===== src/rtl/seq_digit_mult.sv =====
// Digit-serial multiplier: WIDTH x WIDTH -> 2*WIDTH, DIGIT bits of B per cycle, optional two's complement.
// Latency: output_tvalid rises WIDTH/DIGIT edges after the later operand handshake.
// Backpressure: product and valid hold while output_tready=0; input treadys stay low until the product is taken.
module seq_digit_mult #(
    parameter int WIDTH  = 16,
    parameter int DIGIT  = 4,
    parameter int SIGNED = 0
) (
    input  logic                 clk,
    input  logic                 rst,
    input  logic [WIDTH-1:0]     input_a_tdata,
    input  logic                 input_a_tvalid,
    output logic                 input_a_tready,
    input  logic [WIDTH-1:0]     input_b_tdata,
    input  logic                 input_b_tvalid,
    output logic                 input_b_tready,
    output logic [2*WIDTH-1:0]   output_tdata,
    output logic                 output_tvalid,
    input  logic                 output_tready
);

    localparam int NDIG  = WIDTH / DIGIT;
    localparam int CNT_W = (NDIG > 1) ? $clog2(NDIG) : 1;
    localparam logic [CNT_W-1:0] CNT_LAST = CNT_W'(NDIG - 1);

    generate
        if (WIDTH % DIGIT != 0) begin : g_bad_digit
            $error("seq_digit_mult: DIGIT must divide WIDTH exactly");
        end
    endgenerate

    typedef enum logic [1:0] {
        ST_IDLE,
        ST_CALC,
        ST_DONE
    } state_t;

    state_t state;
    state_t state_nxt;

    logic                 a_held;
    logic                 b_held;
    logic                 a_sign;
    logic                 b_sign;
    logic [WIDTH-1:0]     a_mag;
    logic [WIDTH-1:0]     b_sr;      // magnitude of B, shifted right one digit per compute cycle
    logic [CNT_W-1:0]     cnt;
    logic [2*WIDTH-1:0]   acc;

    logic                 a_fire;
    logic                 b_fire;
    logic                 out_fire;
    logic                 a_in_neg;
    logic                 b_in_neg;
    logic [WIDTH-1:0]     a_in_mag;
    logic [WIDTH-1:0]     b_in_mag;
    logic [WIDTH+DIGIT-1:0] pp;
    logic [2*WIDTH-1:0]   partial;
    logic [2*WIDTH-1:0]   sum;
    logic [2*WIDTH-1:0]   result;

    // Operand acceptance only while idle and not yet holding that operand.
    assign input_a_tready = (state == ST_IDLE) && !a_held;
    assign input_b_tready = (state == ST_IDLE) && !b_held;
    assign a_fire   = input_a_tvalid && input_a_tready;
    assign b_fire   = input_b_tvalid && input_b_tready;
    assign out_fire = output_tvalid && output_tready;

    // Sign/magnitude split on capture; -2^(WIDTH-1) maps to 2^(WIDTH-1), which still fits unsigned.
    assign a_in_neg = (SIGNED != 0) && input_a_tdata[WIDTH-1];
    assign b_in_neg = (SIGNED != 0) && input_b_tdata[WIDTH-1];
    assign a_in_mag = a_in_neg ? (WIDTH'(0) - input_a_tdata) : input_a_tdata;
    assign b_in_mag = b_in_neg ? (WIDTH'(0) - input_b_tdata) : input_b_tdata;

    // One digit partial product, aligned to the digit position and added to the running sum.
    assign pp      = (WIDTH+DIGIT)'(a_mag) * (WIDTH+DIGIT)'(b_sr[DIGIT-1:0]);
    assign partial = (2*WIDTH)'(pp) << (DIGIT * int'(cnt));
    assign sum     = acc + partial;
    assign result  = ((SIGNED != 0) && (a_sign ^ b_sign)) ? ((2*WIDTH)'(0) - sum) : sum;

    // State register.
    always_ff @(posedge clk) begin
        if (rst) begin
            state <= ST_IDLE;
        end else begin
            state <= state_nxt;
        end
    end

    // Next-state logic: start once both operands are held, finish after the last digit.
    always_comb begin
        state_nxt = state;
        case (state)
            ST_IDLE: begin
                if ((a_held || a_fire) && (b_held || b_fire)) begin
                    state_nxt = ST_CALC;
                end
            end
            ST_CALC: begin
                if (cnt == CNT_LAST) begin
                    state_nxt = ST_DONE;
                end
            end
            ST_DONE: begin
                if (output_tready) begin
                    state_nxt = ST_IDLE;
                end
            end
            default: state_nxt = ST_IDLE;
        endcase
    end

    // Operand capture and held flags; B digits are consumed LSB first by shifting.
    always_ff @(posedge clk) begin
        if (rst) begin
            a_held <= 1'b0;
            b_held <= 1'b0;
            a_sign <= 1'b0;
            b_sign <= 1'b0;
            a_mag  <= '0;
            b_sr   <= '0;
        end else begin
            if (a_fire) begin
                a_mag  <= a_in_mag;
                a_sign <= a_in_neg;
                a_held <= 1'b1;
            end
            if (b_fire) begin
                b_sr   <= b_in_mag;
                b_sign <= b_in_neg;
                b_held <= 1'b1;
            end
            if (state == ST_CALC) begin
                b_sr <= b_sr >> DIGIT;
            end
            if (out_fire) begin
                a_held <= 1'b0;
                b_held <= 1'b0;
            end
        end
    end

    // Accumulator, digit counter and output register.
    always_ff @(posedge clk) begin
        if (rst) begin
            acc           <= '0;
            cnt           <= '0;
            output_tdata  <= '0;
            output_tvalid <= 1'b0;
        end else begin
            case (state)
                ST_IDLE: begin
                    acc <= '0;
                    cnt <= '0;
                end
                ST_CALC: begin
                    acc <= sum;
                    cnt <= cnt + CNT_W'(1);
                    if (cnt == CNT_LAST) begin
                        output_tdata  <= result;
                        output_tvalid <= 1'b1;
                    end
                end
                ST_DONE: begin
                    if (output_tready) begin
                        output_tvalid <= 1'b0;
                    end
                end
                default: begin
                    acc <= '0;
                    cnt <= '0;
                end
            endcase
        end
    end

endmodule

===== config.mk =====
export PLATFORM = sky130hd
export DESIGN_NAME = seq_digit_mult
export DESIGN_NICKNAME = d
export VERILOG_FILES = /design/src/rtl/seq_digit_mult.sv
export SDC_FILE = /design/constraint.sdc
export NUM_CORES = 1
export LEC_CHECK = 0
export ABC_CLOCK_PERIOD_IN_PS = 6600
export CAP_MARGIN = 20
export CORE_ASPECT_RATIO = 0.7
export CORE_MARGIN = 4
export CORE_UTILIZATION = 53
export DETAILED_ROUTE_END_ITERATION = 10
export HOLD_SLACK_MARGIN = 0.12
export PLACE_DENSITY_LB_ADDON = 0.08
export SLEW_MARGIN = 20
export SYNTH_ARGS = -nofsm -noshare
export SYNTH_HDL_FRONTEND = slang
export SYNTH_SLANG_ARGS = --single-unit

===== constraint.sdc =====
create_clock -name clk -period 6.6 [get_ports clk]
set_input_delay 1.32 -clock clk [delete_from_list [all_inputs] [get_ports clk]]
set_output_delay 1.32 -clock clk [all_outputs]
set_load 0.01 [all_outputs]

==> flow_summary_export.csv, run 1 <==
group,metric,value,unit
routing,post_drt_wl_per_cell,16.4,um
sta,finalHoldViolations,0,
die,placementRows,37,
run,max-cap-violations,0,
worst_setup_path,critPathLaunchType,"register",
logic_synthesis,syn_avg_cell_area,7.85,um2
worst_setup_path,crit_fanout,12,
clock_network,root_buffer,"clkbuf_16",
cells_and_area,antenna-diode-count,0,
worst_setup_path,end_kind,"register",
die,core,14600,um2
placement,gp_congestion,0.966,
power_and_ir_drop,power,1500,uW
cells_and_area,mostFrequentLayoutCells,"nand2_1, dfxtp_1, a21oi_1",
clock_network,cts_buffers,9,
routing,viasPerCell,5.70,
clock_network,cts-htree-levels,3,
global_routing,grt_max_degree,66,
routing,wl,20500,um
sta,fin_crit_sh,95.8,%
worst_setup_path,cp.required,6880,ps
logic_synthesis,synth.ff_latch_count,103,
sta,period_needed,6330,ps
power_and_ir_drop,p_leak,0.00382,uW
power_and_ir_drop,power_density,164,nW/um2
cells_and_area,layout_commonest_cell,"nand2_1",
sta,slew_viol_final,0,
cells_and_area,final_util,62.4,%
clock_network,insertion_delay,360,ps
hold_path,hp-class,"reg2reg",
worst_setup_path,crit_type,"reg2reg",
cells_and_area,final_nets,1173,
cells_and_area,syn2layout_area_growth,15.6,%
logic_synthesis,syn-num-nets,1130,
logic_synthesis,synth_edf_count,0,
global_routing,gr-total-overflow,0,
sta,max_freq,158,MHz
status,status,"completed",
sta,worst_pin_slew,974,ps
clock_network,hold_buffers,0,
logic_synthesis,seq_area_frac_synth,26.1,%
sta,finalClockSkew,17.8,ps
logic_synthesis,ys_async_sr_fraction,0,%
logic_synthesis,ys.flop_type,"dfxtp_1",
logic_synthesis,ys_warn_count,0,
routing,drt_iter0_drc,563,
placement,port_buffers,71,
sta,fin_tns_setup,0,ps
global_routing,grt_pass1_wl,33500,um
power_and_ir_drop,peakVddDrop,0.000119,V
sta,holdWs,453,ps
die,die-area,17000,um2
routing,ant_nets,0,
die,start_util,54.0,%
clock_network,clk_path_buf_depth,2,
routing,drc_errors,0,
die,pin_count,72,
routing,vias,7129,
cells_and_area,drive_gt1_share,6.16,%
sta,slew_headroom,35.1,%
logic_synthesis,synthesis.area,7900,um2
logic_synthesis,synth_cell_types,66,
placement,dp_hpwl,15600,um
clock_network,cts_tree,"done",
routing,dr.pass1.iters,5,
clock_network,path_clk_slew,80,ps
sta,finalSetupViolCount,0,
global_routing,antenna_found_initial,0,
die,die_x,154,um
die,die_h,110,um
placement,placed_cells,1233,
logic_synthesis,netlist_instances,1007,
worst_setup_path,arrival,6610,ps
clock_network,cts_num_sinks,103,
global_routing,grt_usage,24.4,%
global_routing,grt_pass1_vias,6480,
cells_and_area,finalNonFillerCells,1250,
[metrics by stage]
stage | area, um2 | setup slack (ps)
after detailed placement | 8750 | 35.3
after global routing | 9130 | -5.85
after CTS | 9050 | 10.3
final | 9130 | 275
after global placement | 8750 | 151
after floorplan | 7900 | 421
[metal layers]
layer	vias up	share of wire (%)	track usage, %
li1	3582	-	-
met1	3337	53	38.3
met2	193	39	33.4
met3	17	7.2	5.97
met4	0	1.1	5.17
met5	-	0	0
[logic make-up after synthesis]
kind of cell | synth area share (%)
compound gates | 21.5
xor+xnor | 4.32
fa+ha+maj | 16.4
buf+inv | 5.99
flops | 26.1
mux | 3.64
simple gates | 22.1
[synth_stat cells (20+ instances only)]
library cell	n	area, um2
a211oi_1	21	158
a21oi_1	98	490
and2_1	55	344
clkbuf_1	46	173
dfxtp_1	103	2060
fa_1	29	581
ha_1	57	713
inv_1	68	255
mux2i_1	22	220
nand2_1	138	518
nor2_1	81	304
nor3_1	20	100
o21ai_0	33	165
xnor2_1	25	219
[worst max-delay path: stages (launching register included)]
cell and delay (ps):
dfxtp_4 410, nand2_1 90, fa_1 530, inv_1 50, fa_1 520, fa_1 480
a21o_1 210, a21oi_2 190, o211ai_1 140, a41oi_2 300, a21oi_2 120, a211o_1 280
a21oi_2 180, xnor2_1 80, mux4_2 500, ha_4 180, a21oi_2 180, nand2_1 80
a221o_1 380, or3_4 350, o21ai_4 210, o21ai_2 110, a311oi_2 300, xnor2_1 140
a211oi_2 230
[worst paths after layout]
kind,startpoint,to,slack [ps],cells after the start
worst min-delay path,output_tdata[14],output_tdata[14],450,2
worst min register to register,output_tdata[14],output_tdata[14],450,2
worst max-delay path,b_sr[3],output_tdata[31],270,24
worst max register to register,b_sr[3],output_tdata[31],270,24
[report_power, final]
part	internal (uW)	total, uW	switching, uW
logic	113	279	166
registers	644	672	28.2
clock network	277	551	274
total	1030	1500	468
[sequential cells by signal, indices dropped and copies added, names as in the netlist]
signal / cells
output_tvalid: 1
state: 2
b_sr: 16
acc: 32
cnt: 2
output_tdata: 32
b_held: 1
a_mag: 16
a_held: 1
[final cells by class]
cell class                      count  area, um2
Tap cell                          195        244
Clock buffer                       10        239
Fill cell                        1362       5500
Timing Repair Buffer               86        821
Sequential cell                   103       2070
Multi-Input combinational cell    781       5430
Clock inverter                      6       62.6
Inverter                           69        259
[repair_timing]
item                                    4_1_cts  5_1_grt
endpoints found under the setup margin        0       20
setup buffers                                 0        1
resized for setup                             0       19
Power figures use the tool's default switching activity.
==> run 2, diff against run 1 <==
==> constraint.sdc (replaced) <==
create_clock -name clk -period 6.6 [get_ports clk]
set_input_delay 0.66 -clock clk [delete_from_list [all_inputs] [get_ports clk]]
set_output_delay 0.66 -clock clk [all_outputs]
set_load 0.01 [all_outputs]
==> results of run 2 <==
The final DEF is identical to that of run 1; final timing and power are the same.
